$ cat src/rtl/mem_fifo_ctrl.sv
// mem_fifo_ctrl: FIFO controller that drives an external registered two-port
// memory (mem_twoport). It keeps the write/read pointers and occupancy,
// produces the memory write strobe and addresses, and flags read data valid
// one cycle after an accepted pop, matching the memory's read latency.
// Optional feature: define MEM_FIFO_ERR_FLAGS_EN to enable sticky
// overflow (ovf) and underflow (udf) flags; otherwise both are tied low.
module mem_fifo_ctrl #(
  parameter int DW    = 20,
  parameter int AW    = 9,
  parameter int AFULL = 448
) (
  input  logic          clk,
  input  logic          rst,
  input  logic          push,
  input  logic [DW-1:0] push_data,
  input  logic          pop,
  output logic [DW-1:0] rd_data,
  output logic          rd_valid,
  output logic          full,
  output logic          empty,
  output logic          afull,
  output logic [AW:0]   count,
  output logic [AW-1:0] mem_wa,
  output logic [AW-1:0] mem_ra,
  output logic          mem_write,
  output logic [DW-1:0] mem_d,
  input  logic [DW-1:0] mem_q,
  output logic          ovf,
  output logic          udf
);

  localparam logic [AW:0] DEPTH     = {1'b1, {AW{1'b0}}};
  localparam logic [AW:0] AFULL_LVL = AFULL[AW:0];

  logic [AW-1:0] wptr;
  logic [AW-1:0] rptr;
  logic [AW:0]   cnt;
  logic          rdv;
  logic          push_acc;
  logic          pop_acc;

  // Status flags come straight from the occupancy counter.
  assign full  = (cnt == DEPTH);
  assign empty = (cnt == '0);
  assign afull = (cnt >= AFULL_LVL);

  // A push is refused when full and a pop when empty; nothing is accepted
  // while reset is held, so the memory never sees a write during reset.
  assign push_acc = push & ~full & ~rst;
  assign pop_acc  = pop & ~empty & ~rst;

  assign mem_write = push_acc;
  assign mem_d     = push_data;
  assign mem_wa    = wptr;
  assign mem_ra    = rptr;
  assign rd_data   = mem_q;
  assign rd_valid  = rdv;
  assign count     = cnt;

  // Pointers advance on accepted operations and wrap naturally at the depth.
  always_ff @(posedge clk or posedge rst) begin
    if (rst) begin
      wptr <= '0;
      rptr <= '0;
    end else begin
      if (push_acc) wptr <= wptr + 1'b1;
      if (pop_acc)  rptr <= rptr + 1'b1;
    end
  end

  // Occupancy: simultaneous push and pop cancel out.
  always_ff @(posedge clk or posedge rst) begin
    if (rst) begin
      cnt <= '0;
    end else begin
      case ({push_acc, pop_acc})
        2'b10:   cnt <= cnt + 1'b1;
        2'b01:   cnt <= cnt - 1'b1;
        default: cnt <= cnt;
      endcase
    end
  end

  // Read data valid tracks the one-cycle registered read of the memory.
  always_ff @(posedge clk or posedge rst) begin
    if (rst) rdv <= 1'b0;
    else     rdv <= pop_acc;
  end

`ifdef MEM_FIFO_ERR_FLAGS_EN
  logic ovf_r;
  logic udf_r;

  // Sticky error flags: any attempted push while full or pop while empty.
  always_ff @(posedge clk or posedge rst) begin
    if (rst) begin
      ovf_r <= 1'b0;
      udf_r <= 1'b0;
    end else begin
      if (push & full) ovf_r <= 1'b1;
      if (pop & empty) udf_r <= 1'b1;
    end
  end

  assign ovf = ovf_r;
  assign udf = udf_r;
`else
  assign ovf = 1'b0;
  assign udf = 1'b0;
`endif

endmodule

$ cat config.mk
export PLATFORM = sky130hd
export DESIGN_NAME = mem_fifo_ctrl
export DESIGN_NICKNAME = d
export VERILOG_FILES = /design/src/rtl/mem_fifo_ctrl.sv
export SDC_FILE = /design/constraint.sdc
export NUM_CORES = 1
export LEC_CHECK = 0
export BUFFER_PORTS_ARGS = -buffer_cell sky130_fd_sc_hd__buf_4
export CELL_PAD_IN_SITES_DETAIL_PLACEMENT = 0
export CELL_PAD_IN_SITES_GLOBAL_PLACEMENT = 1
export CORE_MARGIN = 2
export CORE_UTILIZATION = 33
export DETAILED_ROUTE_END_ITERATION = 8
export PLACE_DENSITY_LB_ADDON = 0.1
export SLEW_MARGIN = 5
export SYNTH_ARGS = -nofsm -noshare
export SYNTH_HDL_FRONTEND = slang
export SYNTH_SLANG_ARGS = --single-unit
export TNS_END_PERCENT = 5
$ cat constraint.sdc
create_clock -name clk -period 5.7 [get_ports clk]
set_input_delay 0.855 -clock clk [delete_from_list [all_inputs] [get_ports clk]]
set_output_delay 0.855 -clock clk [all_outputs]
set_load 0.05 [all_outputs]
==> reports/results.ini, run 1 <==
[status]
status = completed

[clock_tree]
numCtsBuffers = 5
cts-root-buf = clkbuf_8
cts_setup_buffers = 0
htree_levels = 2
cts_resized = 0
cts_tree = done
cts.sinks = 29
cts_buffer_depth = 2
path_clk_slew_ns = 0.06
hold_buffers = 0
clock_latency_ns = 0.27

[global_route]
overflow = 0
antenna_found_initial = 0
grt_max_degree = 30
grt_usage_pct = 12.9
grt_first_pass_wirelength_mm = 6.38
grt_pass1_vias = 1286

[logic_synthesis]
synth_top_family_by_area = buffers and inverters
synth_edf_count = 0
synth_compound_area_share_pct = 8.36
muxShareOfSynthArea_pct = 2.22
synth-adder-area-share_pct = 8.23
synth-seq-cells = 29
syn-instance-count = 194
syn_area_um2 = 1920
synth-xor-area-share_pct = 9.60
ys_types = 38
synth_warnings = 0
ys_async_sr_fraction_pct = 100
ys_seq_area_share_pct = 37.9
synth_simple_gate_area_share_pct = 14.6
ys.flop_type = dfrtp_1
syn_area_per_cell_um2 = 9.87

[critical_path]
worst_r2r_endpoint = count[7]$_DFFE_PP0P_
cp_common_cell = ha_1
critical_path.endpoint = count[7]$_DFFE_PP0P_
cp-end-kind = flop
cp_num_cells = 12
worstPathCellList = nor4_1 > nand4_1 > and3_1 > inv_1 > ha_1 > ha_1 > a21oi_1 > nor2_1 > a311o_2 > a21o_1 > a2111oi_2 > nand3b_1
critPathLaunch = count[6]$_DFFE_PP0P_
r2r_start = count[6]$_DFFE_PP0P_
crit_fanout = 10
slowest_delay_ns = 0.44
worst-r2r-setup-slack_ns = 2.16
path_buf_inv = 1
cp-start-kind = flop
worstRegToRegCells = 12
crit_type = reg2reg
critical_path.slowest_cell = dfrtp_1
worstPathRequired_ns = 5.91
critical_path_arrival_ns = 3.75
path_delay_family = simple AND/OR/NAND/NOR gates

[detailed_routing]
routed_wl_mm = 4.04
viasPerCell = 4.97
first_pass_iters = 4
drtAntennaViolNets = 0
dr_wl_met2_mm = 1.88
wl_met3_um = 328
drc_errors = 0
wl_met1_mm = 1.68
initialDrtViolationCount = 46
wl_per_cell_um = 15.1
topRoutingLayerUsed = met4
vias = 1326

[sta]
final.min_clock_period_ns = 3.54
final-max-slew-violation-count = 0
slew_headroom_pct = 58.5
rsz0062_at_grt = false
post-route-period-util_pct = 62.2
setup_tns_ns = 0
finalSetupViolCount = 0
timing.hold.ws_ns = 0.467
max_freq_mhz = 282
hold_viol = 0
fin_skew_ns = 0.00360
worst_slew_pin_slew_ns = 0.623

[power]
ir_drop_mv = 0.232
leakage_nw = 1.03
report.power.total_mw = 1.22
power_density_nw_per_um2 = 598

[floorplan]
die_h_um = 80.2
dieWidth_um = 80.2
dieArea_um2 = 6430
row_count = 27
coreArea_um2 = 5540
ios = 119
initial_utilization_pct = 34.6

[run]
cap_violations = 0

[finish]
layout.nets = 250
mostFrequentLayoutCell = buf_4
final_cells = 267
fillers = 590
antennaDiodeCount = 0
layout-drive-gt1-share_pct = 27.7
syn2layout_area_growth_pct = 6.60
final_cell_mix = buf_4, dfrtp_1, nand2_1, xnor2_1, ha_1
fin_util_pct = 36.9

[hold_path]
min_path_type = reg2reg

[placement]
io_buffers = 36
gp_congestion = 0.747
dp_hpwl_mm = 3.06
dpl.cell_count = 259

-- cell families after synthesis --
group | after synthesis
buffers and inverters | 54
flip-flops | 29
adder cells (fa/ha/maj) | 12
AO/OA/AOI/OAI | 22
other | 1
XOR/XNOR | 21
AND/OR/NAND/NOR | 51
multiplexers | 4
-- where the power goes --
part           internal, mW  leakage, nW  switching, mW
combinational         0.228        0.618          0.449
sequential            0.280        0.368          0.102
clock                0.0844       0.0450         0.0770
-- cell usage after synthesis (3+ instances only) --
library cell / number / share of area (%)
ha_1: 11 / 7.2
inv_1: 9 / 1.8
xnor2_1: 11 / 5.0
xor2_1: 10 / 4.6
dfrtp_1: 29 / 38
nor2_1: 10 / 2.0
buf_4: 42 / 16
nor3_1: 3 / 0.78
and3_1: 6 / 2.0
nand3_1: 5 / 1.3
a21oi_1: 3 / 0.78
o31ai_1: 3 / 1.2
o21ai_0: 4 / 1.0
nand2_1: 14 / 2.7
o21a_1: 4 / 1.6
nand4_1: 4 / 1.3
-- final cells by class --
type	count	area (um2)	share of cell area, %
inverter	9	33.8	1.65
clock inverter	2	10.0	0.490
multi-input combinational	112	832	40.7
tap	72	90.1	4.41
clock buffer	6	72.6	3.55
sequential	29	726	35.5
timing repair buffer	37	278	13.6
-- how the worst min path moves through the flow --
| stage | startpoint | end | cells past startpoint |
|---|---|---|---|
| detailed placement | mem_ra[8]$_DFFE_PP0P_ | mem_ra[8]$_DFFE_PP0P_ | 1 |
| global placement | mem_ra[8]$_DFFE_PP0P_ | mem_ra[8]$_DFFE_PP0P_ | 1 |
| finish | mem_ra[8]$_DFFE_PP0P_ | mem_ra[8]$_DFFE_PP0P_ | 1 |
| global route | mem_wa[8]$_DFFE_PP0P_ | mem_wa[8]$_DFFE_PP0P_ | 1 |
| CTS | mem_ra[8]$_DFFE_PP0P_ | mem_ra[8]$_DFFE_PP0P_ | 1 |
| floorplan | mem_ra[8]$_DFFE_PP0P_ | mem_ra[8]$_DFFE_PP0P_ | 1 |
-- flip-flops by register name, summed over array words and instances (netlist names) --
signal and cells:
count 10, mem_ra 9, mem_wa 9, rd_valid 1
-- worst reg2reg max path: stages, from the launching register on --
cell and delay [ns]:
dfrtp_1 0.44, nor4_1 0.41, nand4_1 0.19, and3_1 0.30
inv_1 0.09, ha_1 0.39, ha_1 0.36, a21oi_1 0.16
nor2_1 0.06, a311o_2 0.39, a21o_1 0.21, a2111oi_2 0.33
nand3b_1 0.15
-- metal layers --
layer  global-route usage [%]  up-vias
met3                     3.60       26
met2                     21.0       54
met1                     14.8      636
met5                        0        -
met4                     8.14        0
li1                         -      610
-- stage by stage --
| stage | area [um2] | worst slack (ns) |
|---|---|---|
| floorplan | 1920 | 1.65 |
| global placement | 1960 | 2.19 |
| detailed placement | 1960 | 2.08 |
| CTS | 2040 | 2.10 |
| global route | 2040 | 1.86 |
| finish | 2040 | 2.16 |
Power figures use the tool's default switching activity.
==> run 2: changes to the inputs <==
--- a/config.mk
+++ b/config.mk
@@ -9,7 +9,7 @@
 export CELL_PAD_IN_SITES_DETAIL_PLACEMENT = 0
 export CELL_PAD_IN_SITES_GLOBAL_PLACEMENT = 1
 export CORE_MARGIN = 2
-export CORE_UTILIZATION = 33
+export CORE_UTILIZATION = 30
 export DETAILED_ROUTE_END_ITERATION = 8
 export PLACE_DENSITY_LB_ADDON = 0.1
 export SLEW_MARGIN = 5
==> constraint.sdc (replaced) <==
create_clock -name clk -period 3.5 [get_ports clk]
set_input_delay 0.525 -clock clk [delete_from_list [all_inputs] [get_ports clk]]
set_output_delay 0.525 -clock clk [all_outputs]
set_load 0.05 [all_outputs]
==> run 2 against run 1 <==
  * Clock power grew 91%
  * Combinational power increased by 67%
  * Hold slack got worse by 0.089 ns
  * Final area rose by 3.0%
  * Setup slack worse by 1.9 ns
  * Routed wire length increased by 2.6%
  * Global-route usage down 0.67 points
  * Critical path depth decreased by 1
  * Highest routed layer unchanged
==> reports/results.ini, run 2 (same netlist as run 1, synthesis figures left out) <==
[detailed_routing]
drtAntennaViolNets = 0  ; unchanged
vias = 1307  ; was 1326
drc_errors = 0  ; unchanged
initialDrtViolationCount = 33  ; was 46
first_pass_iters = 4  ; unchanged
wl_per_cell_um = 15.1  ; about the same
routed_wl_mm = 4.14  ; was 4.04 mm
viasPerCell = 4.75  ; was 4.97

[clock_tree]
cts.sinks = 29  ; unchanged
htree_levels = 2  ; unchanged
cts_tree = done  ; unchanged
numCtsBuffers = 5  ; unchanged
cts_buffer_depth = 2  ; unchanged
cts-root-buf = clkbuf_8  ; unchanged
clock_latency_ns = 0.28  ; was 0.27 ns
cts_setup_buffers = 0  ; unchanged
path_clk_slew_ns = 0.07  ; was 0.06 ns

[sta]
slew_headroom_pct = 59.3  ; was 58.5%
timing.hold.ws_ns = 0.378  ; was 0.467 ns
final-max-slew-violation-count = 0  ; unchanged
post-route-period-util_pct = 91.5  ; was 62.2%
setup_tns_ns = 0  ; unchanged
final.min_clock_period_ns = 3.20  ; was 3.54 ns
worst_slew_pin_slew_ns = 0.611  ; was 0.623 ns
max_freq_mhz = 312  ; was 282 MHz
hold_viol = 0  ; unchanged
rsz0062_at_grt = false  ; unchanged
finalSetupViolCount = 0  ; unchanged
fin_skew_ns = 0.00400  ; was 0.00360 ns

[finish]
antennaDiodeCount = 0  ; unchanged
fin_util_pct = 33.5  ; was 36.9%
layout-drive-gt1-share_pct = 31.8  ; was 27.7%
syn2layout_area_growth_pct = 9.80  ; was 6.60%
mostFrequentLayoutCell = buf_4  ; unchanged
largest_register_ffs = 10  ; unchanged
layout.nets = 253  ; was 250
final_cells = 275  ; was 267
final_cell_mix = buf_4, dfrtp_1, nand2_1, xnor2_1, ha_1  ; unchanged

[global_route]
antenna_found_initial = 0  ; unchanged
overflow = 0  ; unchanged
grt_first_pass_wirelength_mm = 6.83  ; was 6.38 mm
grt_max_degree = 30  ; unchanged
grt_pass1_vias = 1318  ; was 1286
grt_usage_pct = 12.2  ; was 12.9%

[critical_path]
cp_common_cell = ha_1  ; unchanged
crit_fanout = 9  ; was 10
cp-end-kind = flop  ; unchanged
slowest_delay_ns = 0.43  ; was 0.44 ns
critical_path_arrival_ns = 3.41  ; was 3.75 ns
worstPathCellList = nor3_1 > and4b_4 > nor3b_4 > ha_1 > ha_1 > a21oi_1 > nor2_1 > a311o_2 > a21o_1 > a2111oi_2 > nand3b_1  ; was nor4_1 > nand4_1 > and3_1 > inv_1 > ha_1 > ha_1 > a21oi_1 > nor2_1 > a311o_2 > a21o_1 > a2111oi_2 > nand3b_1
cp-start-kind = flop  ; unchanged
critical_path.slowest_cell = dfrtp_1  ; unchanged
crit_type = reg2reg  ; unchanged
worstPathRequired_ns = 3.71  ; was 5.91 ns

[floorplan]
initial_utilization_pct = 30.5  ; was 34.6%
coreArea_um2 = 6280  ; was 5540 um2
dieWidth_um = 83.9  ; was 80.2 um
row_count = 29  ; was 27
die_h_um = 83.9  ; was 80.2 um
dieArea_um2 = 7040  ; was 6430 um2
ios = 119  ; unchanged

[run]
cap_violations = 0  ; unchanged

[power]
leakage_nw = 1.05  ; was 1.03 nW
report.power.total_mw = 2.06  ; was 1.22 mW
ir_drop_mv = 0.468  ; was 0.232 mV
power_density_nw_per_um2 = 979  ; was 598 nW/um2

[hold_path]
min_path_type = in2async  ; was reg2reg

[placement]
gp_congestion = 0.869  ; was 0.747
dp_hpwl_mm = 3.18  ; was 3.06 mm
dpl.cell_count = 267  ; was 259
io_buffers = 36  ; unchanged

[status]
status = completed  ; unchanged

-- run 2: cell types whose count changed in the layout (fill, tap and decap cells not counted), sizes merged --
cell      before  now
buf           37   40
clkbuf         6    7
inv            9    8
clkinvlp       0    1
clkinv         2    1
-- run 2: through the flow --
step | cell area (um2) | setup WS (ns)
after floorplan | 1930 | 0.0388
after global placement | 2000 | 0.324
after detailed placement | 2000 | 0.218
after CTS | 2100 | 0.170
after global routing | 2100 | 0.00854
final | 2100 | 0.297
-- run 2: final timing paths --
kind | startpoint | end | slack (ns) | depth (start not counted)
max | count[3]$_DFFE_PP0P_ | count[7]$_DFFE_PP0P_ | 0.30 | 11
min | rst | mem_wa[1]$_DFFE_PP0P_ | 0.38 | 3
max reg2reg | count[3]$_DFFE_PP0P_ | count[7]$_DFFE_PP0P_ | 0.30 | 11
min reg2reg | mem_ra[8]$_DFFE_PP0P_ | mem_ra[8]$_DFFE_PP0P_ | 0.47 | 1
max in group asynchronous | rst | count[8]$_DFFE_PP0P_ | 2.81 | 3
min in group clk | mem_ra[8]$_DFFE_PP0P_ | mem_ra[8]$_DFFE_PP0P_ | 0.47 | 1
-- run 2: what timing repair did --
item                       in CTS  in global routing
setup endpoints to repair       0                  4
hold buffers                    0                  0
resized for setup               0                  1
-- run 2: power by group --
group	internal, mW	switching, mW	total (mW)
combinational	0.383	0.745	1.13
sequential	0.459	0.163	0.623
clock	0.177	0.130	0.307
total	1.02	1.04	2.06
-- run 2: area by class of cell --
cell class	instances	area, um2
repair buffers	40	300
fillers	665	4170
well taps	77	96.3
flip-flops and latches	29	729
clock inverters	1	5.00
multi-input cells	112	838
clock buffers	7	96.3
inverters	9	37.5
-- run 2: per-layer routing --
layer	global-route usage, %	vias to the layer above	part of all wire (%)	routed length [um]
met5	0	-	0	0
met4	4.84	0	2.6	108
met3	5.64	14	9.3	386
met2	17.5	64	44	1810
met1	15.9	615	44	1840
li1	-	614	-	-
-- run 2: worst max-delay path, delay by kind of cell (launching register included) --
kind	cells	cell delay, ns
flops	1	0.43
simple gates	5	0.90
fa+ha+maj	2	0.70
compound gates	4	1.11
==> run 3: changes to the inputs <==
--- a/config.mk
+++ b/config.mk
@@ -11,6 +11,7 @@
 export CORE_MARGIN = 2
 export CORE_UTILIZATION = 30
 export DETAILED_ROUTE_END_ITERATION = 8
+export MAX_ROUTING_LAYER = met4
 export PLACE_DENSITY_LB_ADDON = 0.1
 export SLEW_MARGIN = 5
 export SYNTH_ARGS = -nofsm -noshare
==> run 3 against run 2 <==
  * Register-to-register slack hardly changed
  * Setup slack about the same
  * Sequential power is essentially flat
  * Global-route usage rose by 0.34 points
  * Core utilization is the same
  * Maximum frequency barely moved
  * Count of clock-buffer cells in the layout is the same
  * Final cell count stayed put
  * Final area did not move
  * Die area did not move
  * Via count is the same
  * Routed wire length unchanged
  * Critical endpoint unchanged
==> reports/results.ini, run 3 (same netlist as run 1, synthesis figures left out) <==
[critical_path]
cp-start-kind = flop  ; unchanged
crit_fanout = 9  ; unchanged
crit_type = reg2reg  ; unchanged
worst-r2r-setup-slack_ns = 0.30  ; about the same
cp-end-kind = flop  ; unchanged
worstRegToRegCells = 11  ; unchanged
critical_path_arrival_ns = 3.41  ; about the same
worstPathRequired_ns = 3.71  ; about the same

[sta]
final.min_clock_period_ns = 3.20  ; about the same
finalSetupViolCount = 0  ; unchanged
max_freq_mhz = 312  ; about the same
final-max-slew-violation-count = 0  ; unchanged
fin_skew_ns = 0.00400  ; about the same
slew_headroom_pct = 59.3  ; about the same
post-route-period-util_pct = 91.5  ; about the same
worst_slew_pin_slew_ns = 0.611  ; about the same
setup_tns_ns = 0  ; unchanged
rsz0062_at_grt = false  ; unchanged
hold_viol = 0  ; unchanged
worst_slack_ns = 0.298  ; was 0.297 ns

[finish]
postLayoutCellArea_um2 = 2100  ; unchanged
syn2layout_area_growth_pct = 9.80  ; unchanged
fin_util_pct = 33.5  ; unchanged
largest_register_ffs = 10  ; unchanged
layout.nets = 253  ; unchanged
final_cell_mix = buf_4, dfrtp_1, nand2_1, xnor2_1, ha_1  ; unchanged
seqCellArea_um2 = 729  ; unchanged
mostFrequentLayoutCell = buf_4  ; unchanged
multiInputGateArea_um2 = 838  ; unchanged
antennaDiodeCount = 0  ; unchanged
layout-drive-gt1-share_pct = 31.8  ; unchanged
fillers = 665  ; unchanged

[floorplan]
die_h_um = 83.9  ; unchanged
coreArea_um2 = 6280  ; unchanged
dieArea_um2 = 7040  ; unchanged
ios = 119  ; unchanged
initial_utilization_pct = 30.5  ; unchanged
row_count = 29  ; unchanged
dieWidth_um = 83.9  ; unchanged

[detailed_routing]
first_pass_iters = 4  ; unchanged
drc_errors = 0  ; unchanged
initialDrtViolationCount = 44  ; was 33
viasPerCell = 4.75  ; unchanged
drtAntennaViolNets = 0  ; unchanged
routed_wl_mm = 4.14  ; unchanged
vias = 1307  ; unchanged
wl_per_cell_um = 15.1  ; unchanged

[global_route]
grt_busiest_layer = met2  ; unchanged
use_met1_pct = 15.9  ; unchanged
overflow = 0  ; unchanged
met2_usage_pct = 17.5  ; unchanged
grt_pass1_vias = 1319  ; was 1318
antenna_found_initial = 0  ; unchanged
grt_usage_pct = 12.5  ; was 12.2%
grt_first_pass_wirelength_mm = 6.82  ; was 6.83 mm
grt_use_met3_pct = 5.64  ; unchanged
grt_max_degree = 30  ; unchanged

[clock_tree]
path_clk_slew_ns = 0.07  ; about the same
numCtsBuffers = 5  ; unchanged
cts_tree = done  ; unchanged
htree_levels = 2  ; unchanged
clock_latency_ns = 0.28  ; about the same
cts_setup_buffers = 0  ; unchanged
cts_buffer_depth = 2  ; unchanged
cts-root-buf = clkbuf_8  ; unchanged
cts.sinks = 29  ; unchanged

[placement]
dpl_cell_area_um2 = 2000  ; unchanged
io_buffers = 36  ; unchanged
gp_congestion = 0.883  ; was 0.869
dp_hpwl_mm = 3.18  ; unchanged
pre_cts_slack_ns = 0.218  ; unchanged

[run]
cap_violations = 0  ; unchanged

[power]
power_density_nw_per_um2 = 979  ; about the same
leakage_nw = 1.05  ; unchanged
ir_drop_mv = 0.468  ; about the same

[status]
status = completed  ; unchanged

[hold_path]
min_path_type = in2async  ; unchanged

==> run 3: cell counts in the layout (fill, tap and decap cells not counted) <==
Identical to the previous run, type by type.
==> run 3: routing by layer <==
metal  vias up  part of all wire (%)
li1        614                     -
met3        14                   9.3
met4         0                   2.6
met2        64                    44
met5         -                     0
met1       615                    44
==> run 3: where the power goes <==
group	internal, mW	total [mW]	switching [mW]
Sequential	0.459	0.623	0.163
Clock	0.177	0.308	0.130
Combinational	0.383	1.13	0.745
Total	1.02	2.06	1.04
==> run 3: what timing repair did <==
item,4_1_cts,5_1_grt
gates resized for setup,0,1
setup endpoints to repair,0,4
hold buffers,0,0
endpoints found under the hold margin,0,0
==> run 3: worst paths after layout <==
check,from,to
hold reg to reg,mem_ra[8]$_DFFE_PP0P_,mem_ra[8]$_DFFE_PP0P_
hold / removal,rst,mem_wa[1]$_DFFE_PP0P_
min in group clk,mem_ra[8]$_DFFE_PP0P_,mem_ra[8]$_DFFE_PP0P_
max in group asynchronous,rst,count[8]$_DFFE_PP0P_
setup / recovery,count[3]$_DFFE_PP0P_,count[7]$_DFFE_PP0P_
setup reg to reg,count[3]$_DFFE_PP0P_,count[7]$_DFFE_PP0P_
==> run 3: layout make-up <==
cell class                 instances  share of cell area [%]
multi-input combinational        112                    39.9
sequential                        29                    34.7
timing repair buffer              40                    14.3
clock buffer                       7                    4.58
tap                               77                    4.58
inverter                           9                    1.78
clock inverter                     1                   0.238
==> run 3: worst max-delay path: stages (launching register included) <==
cell and delay (ns):
dfrtp_1 0.43, nor3_1 0.09, and4b_4 0.23, nor3b_4 0.39
ha_1 0.38, ha_1 0.32, a21oi_1 0.16, nor2_1 0.05
a311o_2 0.39, a21o_1 0.22, a2111oi_2 0.34, nand3b_1 0.14
==> run 3: metrics by stage <==
stage               power [mW]  std cells  hold slack, ns
floorplan                 1.54        195           0.437
finish                    2.06        275           0.378
detailed placement        1.76        267           0.462
CTS                       2.08        275           0.391
global route              2.19        275           0.403
global placement          1.76        267           0.460
